<file path="src/rtl/vector_issue_queue.sv">
// Parametrised valid/ready instruction queue from the scalar scoreboard to vector_top.
// Circular buffer with sequence tags, flush, optional empty-queue bypass and stall counter.
module vector_issue_queue #(
    parameter int unsigned DW       = 96,
    parameter int unsigned DEPTH    = 4,
    parameter int unsigned AF_LEVEL = 3,
    parameter int unsigned TAG_W    = 8,
    parameter int unsigned BYPASS   = 0,
    parameter int unsigned STALL_W  = 16
) (
    input  logic                       clk,
    input  logic                       rst,
    input  logic                       valid_fifo,
    input  logic [DW-1:0]              instruction,
    output logic                       ready,
    input  logic                       flush,
    output logic                       pop_valid,
    output logic [DW-1:0]              pop_data,
    output logic [TAG_W-1:0]           pop_tag,
    input  logic                       pop,
    output logic [$clog2(DEPTH+1)-1:0] count,
    output logic                       almost_full,
    output logic [STALL_W-1:0]         stall_cnt
);

    localparam int unsigned PW = $clog2(DEPTH);
    localparam int unsigned CW = $clog2(DEPTH + 1);
    localparam logic [CW-1:0] FULL_CNT = CW'(DEPTH);
    localparam logic [CW-1:0] AF_CNT   = CW'(AF_LEVEL);

    logic [DW-1:0]    data_mem [DEPTH];
    logic [TAG_W-1:0] tag_mem  [DEPTH];

    logic [PW-1:0]      rd_ptr_q, rd_ptr_d;
    logic [PW-1:0]      wr_ptr_q, wr_ptr_d;
    logic [CW-1:0]      count_q, count_d;
    logic [TAG_W-1:0]   tag_q, tag_d;
    logic               af_q;
    logic [STALL_W-1:0] stall_q;

    logic empty;
    logic bypass_path;
    logic push;
    logic bypass_take;
    logic do_write;
    logic do_pop;

    assign empty       = (count_q == '0);
    assign bypass_path = (BYPASS != 0) && empty;
    // ready is independent of pop: a full queue never accepts, even with a same-cycle pop
    assign ready       = (count_q != FULL_CNT) && rst;
    assign push        = valid_fifo && ready && !flush;
    assign bypass_take = bypass_path && push && pop;
    assign do_write    = push && !bypass_take;
    assign do_pop      = pop && !empty && !flush;

    assign pop_valid   = bypass_path ? push : !empty;
    assign pop_data    = bypass_path ? instruction : data_mem[rd_ptr_q];
    assign pop_tag     = bypass_path ? tag_q : tag_mem[rd_ptr_q];

    assign count       = count_q;
    assign almost_full = af_q;
    assign stall_cnt   = stall_q;

    always_comb begin
        rd_ptr_d = rd_ptr_q;
        wr_ptr_d = wr_ptr_q;
        count_d  = count_q;
        tag_d    = tag_q + TAG_W'(push);
        if (flush) begin
            rd_ptr_d = wr_ptr_q;
            count_d  = '0;
        end else begin
            wr_ptr_d = wr_ptr_q + PW'(do_write);
            rd_ptr_d = rd_ptr_q + PW'(do_pop);
            count_d  = count_q + CW'(do_write) - CW'(do_pop);
        end
    end

    always_ff @(posedge clk) begin
        if (!rst) begin
            rd_ptr_q <= '0;
            wr_ptr_q <= '0;
            count_q  <= '0;
            tag_q    <= '0;
            af_q     <= 1'b0;
            stall_q  <= '0;
        end else begin
            rd_ptr_q <= rd_ptr_d;
            wr_ptr_q <= wr_ptr_d;
            count_q  <= count_d;
            tag_q    <= tag_d;
            af_q     <= (count_d >= AF_CNT);
            if (valid_fifo && !ready && (stall_q != '1)) begin
                stall_q <= stall_q + 1'b1;
            end
        end
    end

    // Storage is deliberately not reset; do_write is already low during reset
    always_ff @(posedge clk) begin
        if (do_write) begin
            data_mem[wr_ptr_q] <= instruction;
            tag_mem[wr_ptr_q]  <= tag_q;
        end
    end

endmodule

</file>
<file path="config.mk">
export PLATFORM = sky130hd
export DESIGN_NAME = vector_issue_queue
export DESIGN_NICKNAME = d
export VERILOG_FILES = /design/src/rtl/vector_issue_queue.sv
export SDC_FILE = /design/constraint.sdc
export NUM_CORES = 1
export LEC_CHECK = 0
export CORE_MARGIN = 8
export CORE_UTILIZATION = 54
export DETAILED_ROUTE_END_ITERATION = 12
export GPL_ROUTABILITY_DRIVEN = 0
export PLACE_DENSITY = 0.85
export SETUP_SLACK_MARGIN = 0.02
export SYNTH_ARGS = -nofsm -noshare
export SYNTH_HDL_FRONTEND = slang
export SYNTH_SLANG_ARGS = --single-unit
</file>
<file path="constraint.sdc">
create_clock -name clk -period 11.6 [get_ports clk]
set_input_delay 1.74 -clock clk [delete_from_list [all_inputs] [get_ports clk]]
set_output_delay 1.74 -clock clk [all_outputs]
set_load 0.1 [all_outputs]
</file>
==> metrics.md, run 1 <==
| Metric | Value |
|---|---|
| Synth Net Count | 834 |
| DRT antenna net count | 0 |
| Flop and latch count out of synthesis | 448 |
| Post_cts resized | 0 |
| Max FO, Critical Path | 47 |
| Worst r2r path cells | 6 |
| Total die area | 0.0366 mm² |
| Std cell rows | 64 |
| GRT overflow | 0 |
| Total of max-cap violations | 0 |
| Highest clock rate | 162 MHz |
| Worst slew margin | 28.9% |
| Cell-internal power | 0.00264 W |
| Clock Skews | 0.00988 ns |
| Ant diodes | 0 |
| Worst hold endpoint | stall_cnt[7] |
| Setup TNS | 0 ns |
| Initial antenna violation count | 3 |
| R2r setup slk | 8.33 ns |
| Top post-synthesis cells by area | edfxtp_1, mux4_2, dfxtp_1 |
| Clock power share | 38.5% |
| DR vias/cell | 5.72 |
| Seq/Total Area, Yosys | 79.2% |
| Top_reg_cell synth | edfxtp_1 |
| DIE WIDTH | 191 µm |
| Vias in the first global route | 8717 |
| Final instance area | 0.0207 mm² |
| Port bufs | 226 |
| Ratio of cells with drive above 1 in the final layout | 18.3% |
| Leakage | 6.46 nW |
| Commonest non-fill, non-tap cell in the layout | edfxtp_1 |
| Final Critical Period | 6.17 ns |
| # Post-CTS Setup Buffers | 0 |
| Worst-skew pair later-pin latency | 0.52 ns |
| # hold bufs at CTS | 0 |
| Outcome | complete, no violations |
| Sequential Power Share | 52.1% |
| I/O pins | 227 |
| Final hold violations | 0 |
| Largest net degree at the start of global routing | 62 |
| Reg-to-reg endpoint | data_mem[2][54] |
| Total CTS buffers | 45 |
| Drt pass-1 iters | 5 |
| Hold Path Cell Cnt | 2 |
| CP cell instances | buf_4, buf_4, mux4_2, clkdlybuf4s50_1 |
| Via count | 8064 |
| CTS tree | done |
| Placed cell area | 0.0193 mm² |
| Most frequent CP cell | buf_4 |
| VDD IR max | 0.000131 V |
| Clock transition at path regs | 0.06 ns |
| Power per cell area | 166 mW/mm² |
| Type of the worst min-delay path | flip-flop to flip-flop |
| Post-route DRC | 0 |
| Dpl hpwl | 20200 µm |
| Library cells used by synthesis | 42 |
| Iteration-0 DRC Markers | 483 |
| Worst reg2reg startpoint | count[1] |
| Avg Inst Size Synth | 22.8 µm² |
| Net Sw Frac | 23.2% |
| Die Ht | 191 µm |
| Most frequent cells in the layout | edfxtp_1, clkdlybuf4s50_1, mux4_2 |
| Worst setup EP type | output pin |
| Critical path launch point type | flip-flop |
| Switch Pwr | 0.000797 W |
| Cells after Synth | 727 |
| Yosys top cell by area | edfxtp_1 |
| Final #Nets | 1086 |
| Routed WL | 32700 µm |
| Clock Tree Buf Depth | 3 |
| Logic pwr share | 9.5% |
| Number of synthesized flops with an enable pin | 416 |
| Hold path startpoint | stall_cnt[7] |
| YS warnings | 0 |
| Worst stage delay on the critical path | 1.01 ns |
| Clock root cell | clkbuf_16 |
| Final Cycle Share | 53.2% |
| Global-route wire length before repair | 50200 µm |
| Worst path required time | 9.86 ns |
| Slowest-stage cell, CP | clkdlybuf4s50_1 |
| WL/cell | 23.2 µm |
| WP data arrival | 4.43 ns |
| H-tree depth | 2 |
| Slew @ Worst Pin | 1.06 ns |
| Setup violators final | 0 |
| Total Routing Usage GR | 17.7% |
| Setup Crit Path Kind | flip-flop to output pin |
| Slew Viols, Final | 0 |
| Synth top area share | 75.3% |
| Layout area overhead | 24.6% |
| Syn Std Cell Area | 0.0166 mm² |
| Core box area | 0.0304 mm² |
| RSZ-0062 raised after global routing | false |
| Async set-reset flop share out of synthesis | 0% |
| Starting Density | 54.5% |
| Num Clock Sinks | 448 |
[per-layer routing]
layer  vias to the layer above  routed length (µm)  global-route usage (%)
met1                      4145               13000                    22.6
met3                        58                2060                    4.25
met4                         6                 687                    4.50
met5                         -                  40                       0
li1                       3582                   -                       -
met2                       273               16900                    30.3
[per-stage QoR]
stage	instances	hold WS (ns)	power (W)	setup slack, ns	utilization, %
after global placement	1328	0.496	0.00215	5.52	63.4
after global routing	1410	0.537	0.00355	5.04	67.9
after CTS	1410	0.511	0.00347	5.20	67.9
after floorplan	727	0.467	0.00204	1.08	-
final	1410	0.511	0.00344	5.43	67.9
after detailed placement	1328	0.500	0.00215	5.46	63.4
[area by class of cell]
type | count | area [µm²]
Clock buffer | 61 | 1230
Clock inverter | 21 | 124
Fill cell | 1924 | 9770
Inverter | 6 | 22.5
Multi-Input combinational cell | 242 | 3310
Sequential cell | 448 | 13100
Tap cell | 396 | 495
Timing Repair Buffer | 236 | 2340
[cell usage after synthesis (6+ instances only)]
cell,number
nand3_1,9
o31ai_1,10
xor2_1,6
dfxtp_1,32
buf_2,15
mux4_2,104
or4_1,7
inv_1,6
edfxtp_1,416
a21oi_1,15
nand2_1,10
nor2_1,15
clkbuf_1,15
[critical path, delay by kind of cell, from the launching register on]
family / cells / cell delay [ns]
buffers and inverters: 3 / 2.49
flip-flops: 1 / 0.73
multiplexers: 1 / 0.63
[power groups by stage]
stage	logic [W]	registers (W)	clock network, W
2_1_floorplan	0.000221	0.00182	0
3_5_place_dp	0.000328	0.00182	0
5_1_grt	0.000337	0.00179	0.00142
6_report	0.000326	0.00179	0.00132
4_1_cts	0.000329	0.00179	0.00135
3_3_place_gp	0.000324	0.00182	0
[kinds of logic (layout without fill, tap and decap cells)]
| family | Yosys count | count (layout) | synth area share, % |
|---|---|---|---|
| DFF | 448 | 448 | 79.2 |
| and+or+nand+nor | 77 | 77 | 2.73 |
| muxes | 104 | 104 | 14.1 |
| xor gates and xnor gates | 11 | 11 | 0.581 |
| buffers and inverters | 37 | 324 | 0.996 |
| adders and majority gates | 6 | 6 | 0.498 |
| AOI/OAI and AO/OA | 44 | 44 | 1.86 |
[sequential cells by signal (all words and copies together) (netlist names)]
name	count
tag_mem	32
stall_cnt	16
rd_ptr_q	2
almost_full	1
tag_q	8
data_mem	384
count	3
wr_ptr_q	2
[worst max-delay path by stage]
stage / start / end / slack, ns / depth (start not counted)
2_1_floorplan: rst / data_mem[0][0] / 1.08 / 4
3_3_place_gp: rst / ready / 5.52 / 4
3_5_place_dp: rst / ready / 5.46 / 4
4_1_cts: rd_ptr_q[0] / pop_data[15] / 5.20 / 4
5_1_grt: rd_ptr_q[0] / pop_data[15] / 5.04 / 4
6_report: rd_ptr_q[0] / pop_data[15] / 5.43 / 4
Note: power is estimated with default switching activity, not from simulation.
==> run 2: changes to the inputs <==
clock period = 6.1 ns   (was 11.6 ns; I/O delays follow)
==> run 2 against run 1 <==
Net effect: non-clock buffer count grew 1; die area unchanged; combinational power grew 92%; total power is 91% higher; worst setup slack worse by 3.8 ns; final cell count up 0.21%; largest power group unchanged; sequential share of layout area fell by 0.25 points; sequential cell count unchanged; critical endpoint is now ready; global-route usage rose by 0.52 points; critical path depth is the same; utilization grew 0.26 points.
==> metrics.md, run 2 (synthesis results as in run 1) <==
| Metric | Value |
|---|---|
| Non-Filler Instances | 1413 |
| Final instance area | 0.0207 mm² |
| # Post-CTS Setup Buffers | 0 |
| I/O pins | 227 |
| Slew @ Worst Pin | 1.06 ns |
| GRT overflow | 0 |
| Final core occ | 68.1% |
| Routed WL | 33500 µm |
| Dpl ws | 1.65 ns |
| Setup Crit Path Kind | primary input to output pin |
| Max reg flops | 384 |
| Outcome | complete, no violations |
| Drt pass-1 iters | 4 |
| Total CTS buffers | 44 |
| Total Routing Usage GR | 18.2% |
| Vias in the first global route | 8867 |
| Hold Path Cell Cnt | 2 |
| Num Clock Sinks | 448 |
| Iteration-0 DRC Markers | 465 |
| Total die area | 0.0366 mm² |
| Die Ht | 191 µm |
| RSZ-0062 raised after global routing | false |
| WL/cell | 23.7 µm |
| Worst r2r path cells | 5 |
| Worst setup EP type | output pin |
| DR vias/cell | 5.76 |
| Clock transition at path regs | 0.06 ns |
| Post_cts resized | 0 |
| Worst-skew pair later-pin latency | 0.53 ns |
| Most frequent cells in the layout | edfxtp_1, clkdlybuf4s50_1, mux4_2 |
| Worst slew margin | 28.9% |
| Final Critical Period | 4.47 ns |
| Clock root cell | clkbuf_16 |
| Type of the worst min-delay path | flip-flop to flip-flop |
| Max FO, Critical Path | 23 |
| Final Cycle Share | 73.2% |
| Slew Viols, Final | 0 |
| DRT antenna net count | 0 |
| Highest clock rate | 224 MHz |
| Initial antenna violation count | 5 |
| Dpl cells | 1329 |
| WP data arrival | 3.55 ns |
| Largest net degree at the start of global routing | 84 |
| Commonest non-fill, non-tap cell in the layout | edfxtp_1 |
| Clock Skews | 0.0142 ns |
| Power per cell area | 317 mW/mm² |
| Starting Density | 54.5% |
| H-tree depth | 2 |
| Global-route wire length before repair | 51000 µm |
| Ratio of cells with drive above 1 in the final layout | 18.5% |
| Largest Register | data_mem |
| Min Hold Slack | 0.517 ns |
| Total of max-cap violations | 0 |
| Critical path launch point type | primary input |
| Leakage | 6.48 nW |
| Final hold violations | 0 |
| Std cell rows | 64 |
| Clock Tree Buf Depth | 3 |
| Dpl hpwl | 20600 µm |
| # hold bufs at CTS | 0 |
| Core box area | 0.0304 mm² |
| Via count | 8145 |
| Final Worst Setup Slack | 1.63 ns |
| Layout area overhead | 25.1% |
| Port bufs | 226 |
| CTS tree | done |
| Setup violators final | 0 |
| Post-route DRC | 0 |
| VDD IR max | 0.000224 V |
| DIE WIDTH | 191 µm |
| Worst path required time | 5.18 ns |
| Placed cell area | 0.0194 mm² |
| Final #Nets | 1086 |
## run 2: changes by cell type in the layout (fill, tap and decap cells not counted), sizes merged
cell | before | now
bufinv | 1 | 3
diode | 0 | 3
clkinvlp | 0 | 1
inv | 7 | 8
buf | 10 | 11
clkinv | 19 | 20
clkbuf | 61 | 55
## run 2: path summary, 6_finish.rpt
| path | start | end | slack, ns |
|---|---|---|---|
| worst max-delay path | rst | ready | 1.63 |
| worst min-delay path | stall_cnt[11] | stall_cnt[11] | 0.52 |
| worst max register to register | count[1] | data_mem[2][82] | 3.35 |
| worst min register to register | stall_cnt[11] | stall_cnt[11] | 0.52 |
## run 2: worst max-delay path, cell delays in order
cell and delay, ns:
clkdlybuf4s50_1 0.77, inv_1 0.46, nor2_1 0.23, clkdlybuf4s50_1 1.16
## run 2: layer usage
layer,vias up,share of wire (%),global-route usage [%]
met1,4214,39,23.0
li1,3588,-,-
met4,4,1.7,5.27
met2,286,52,31.8
met5,-,0.081,0
met3,53,6.9,3.68
## run 2: area by class of cell
class | instances | area, µm²
Multi-Input combinational cell | 242 | 3310
Clock inverter | 26 | 221
Inverter | 6 | 22.5
Tap cell | 396 | 495
Antenna cell | 3 | 7.51
Timing Repair Buffer | 237 | 2380
Clock buffer | 55 | 1150
Sequential cell | 448 | 13100
Fill cell | 1881 | 9690
## run 2: report_power, final
group | internal, W | total (W) | leakage, nW | switching, W
Sequential | 0.00338 | 0.00340 | 4.02 | 0.0000195
Clock | 0.00147 | 0.00255 | 0.669 | 0.00108
Combinational | 0.000186 | 0.000625 | 1.78 | 0.000438
Total | 0.00504 | 0.00658 | 6.48 | 0.00154
## run 2: per-stage QoR
| step | TNS (ns) | total power, W |
|---|---|---|
| 6_report | 0 | 0.00658 |
| 4_1_cts | 0 | 0.00664 |
| 5_1_grt | 0 | 0.00678 |
| 3_5_place_dp | 0 | 0.00410 |
| 3_3_place_gp | 0 | 0.00409 |
| 2_1_floorplan | -12.60 | 0.00389 |
==> run 3: changes to the inputs <==
CORE_UTILIZATION = 49   (was 54)
PLACE_DENSITY = 0.81   (was 0.85)
clock period = 3.6 ns   (was 6.1 ns; I/O delays follow)
==> run 3 against run 2 <==
Net effect: utilization fell by 6.3 points; sequential cell count did not move; via count fell by 2.0%; global-route usage fell by 2.0 points; die area rose by 9.3%; final area fell by 0.32%; highest routed layer unchanged; hold slack barely moved; sequential power rose by 69%; worst setup slack got worse by 0.96 ns; sequential share of layout area rose by 0.26 points; register-to-register slack got worse by 1.9 ns.
==> metrics.md, run 3 (synthesis results as in run 1) <==
| Metric | Value |
|---|---|
| CTS tree | done |
| Clock root cell | clkbuf_16 |
| Worst path required time | 3.06 ns |
| Post-route DRC | 0 |
| Largest net degree at the start of global routing | 73 |
| Final Cycle Share | 81.4% |
| CP cell instances | or3_2, clkdlybuf4s50_1 |
| Iteration-0 DRC Markers | 396 |
| Largest Register | data_mem |
| VDD IR max | 0.000404 V |
| Most frequent cells in the layout | edfxtp_1, clkdlybuf4s50_1, buf_4 |
| Total power | 0.0111 W |
| # Post-CTS Setup Buffers | 0 |
| Dpl hpwl | 20100 µm |
| Vias in the first global route | 8352 |
| DIE WIDTH | 200 µm |
| Final Critical Period | 2.93 ns |
| Core box area | 0.0334 mm² |
| Total of max-cap violations | 0 |
| Fillers | 2257 |
| Slew Viols, Final | 0 |
| Initial antenna violation count | 3 |
| Placed cell area | 0.0193 mm² |
| Multi-input logic area | 0.00332 mm² |
| Commonest non-fill, non-tap cell in the layout | edfxtp_1 |
| Clock Skews | 0.0165 ns |
| Total Routing Usage GR | 16.3% |
| Std cell rows | 67 |
| Outcome | complete, no violations |
| WP data arrival | 2.39 ns |
| Drt pass-1 iters | 4 |
| Leakage | 6.63 nW |
| Port bufs | 226 |
| WL/cell | 22.3 µm |
| Via count | 7980 |
| Slowest-stage cell, CP | clkdlybuf4s50_1 |
| Worst stage delay on the critical path | 0.99 ns |
| Worst setup EP type | output pin |
| Die Ht | 200 µm |
| Worst slew margin | 30.5% |
| DRT antenna net count | 0 |
| RSZ-0062 raised after global routing | false |
| GRT overflow | 0 |
| Final hold violations | 0 |
| H-tree depth | 2 |
| Global-route wire length before repair | 49600 µm |
| Register Area | 0.0132 mm² |
| Setup Crit Path Kind | flip-flop to output pin |
| Final instance area | 0.0207 mm² |
| Worst-skew pair later-pin latency | 0.53 ns |
| Ratio of cells with drive above 1 in the final layout | 30.2% |
| Delay-heaviest family, CP | buffers and inverters |
| Num Clock Sinks | 448 |
| Setup violators final | 0 |
| Type of the worst min-delay path | flip-flop to flip-flop |
| Max reg flops | 384 |
| Min Hold Slack | 0.517 ns |
| Clock Tree Buf Depth | 3 |
| Post_cts resized | 0 |
| I/O pins | 227 |
| Final #Nets | 1089 |
| Starting Density | 49.6% |
| DR vias/cell | 5.45 |
| Power per cell area | 538 mW/mm² |
| Highest clock rate | 341 MHz |
| Total CTS buffers | 43 |
| Critical path launch point type | flip-flop |
| # hold bufs at CTS | 0 |
| Layout area overhead | 24.7% |
| Routed WL | 32700 µm |
| Clock transition at path regs | 0.07 ns |
| Total die area | 0.0400 mm² |
| Setup TNS | 0 ns |
| Max FO, Critical Path | 8 |
| CP bufs+invs | 1 |
| Slew @ Worst Pin | 1.04 ns |
run 3: cell count changes in the layout (fill, tap and decap cells not counted), sizes merged, moves of 2 or more:
cell / before / now
bufinv: 3 / 0
clkinv: 20 / 10
diode: 3 / 1
buf: 11 / 121
clkdlybuf4s50: 226 / 120
clkbuf: 55 / 65
run 3: cell type report:
| type | count | share of cell area [%] |
|---|---|---|
| Antenna cell | 1 | 0.0121 |
| Clock buffer | 65 | 6.30 |
| Clock inverter | 14 | 0.436 |
| Inverter | 6 | 0.109 |
| Multi-Input combinational cell | 242 | 16.1 |
| Sequential cell | 448 | 63.6 |
| Tap cell | 448 | 2.71 |
| Timing Repair Buffer | 241 | 10.8 |
run 3: path summary, 6_finish.rpt:
path,end,depth (start not counted),startpoint,slack [ns]
setup / recovery,pop_valid,2,count[0],0.67
hold / removal,stall_cnt[13],2,stall_cnt[13],0.52
setup reg to reg,almost_full,9,count[2],1.42
hold reg to reg,stall_cnt[13],2,stall_cnt[13],0.52
run 3: metrics by stage:
stage / setup slack (ns) / cells / util, %
after floorplan: -0.591 / 727 / -
after detailed placement: 0.617 / 1385 / 57.6
after global placement: 0.686 / 1385 / 57.6
after CTS: 0.640 / 1464 / 61.8
final: 0.670 / 1465 / 61.8
after global routing: 0.616 / 1465 / 61.8
run 3: where the power goes:
group	total (W)	switching, W	internal [W]
logic	0.00105	0.000755	0.000297
registers	0.00575	0.0000239	0.00573
clock network	0.00431	0.00180	0.00251
total	0.0111	0.00258	0.00853
run 3: tightest hold or removal path, stage by stage (launching register included):
cell and delay [ns]:
dfxtp_1 0.34, o31ai_1 0.07, a21oi_1 0.05
run 3: metal layers:
metal,global-route usage [%],vias up,share of wire (%)
li1,-,3595,-
met1,21.7,4097,42
met2,27.1,233,50
met3,3.49,51,6.0
met4,4.33,4,2.1
met5,0,-,0.067
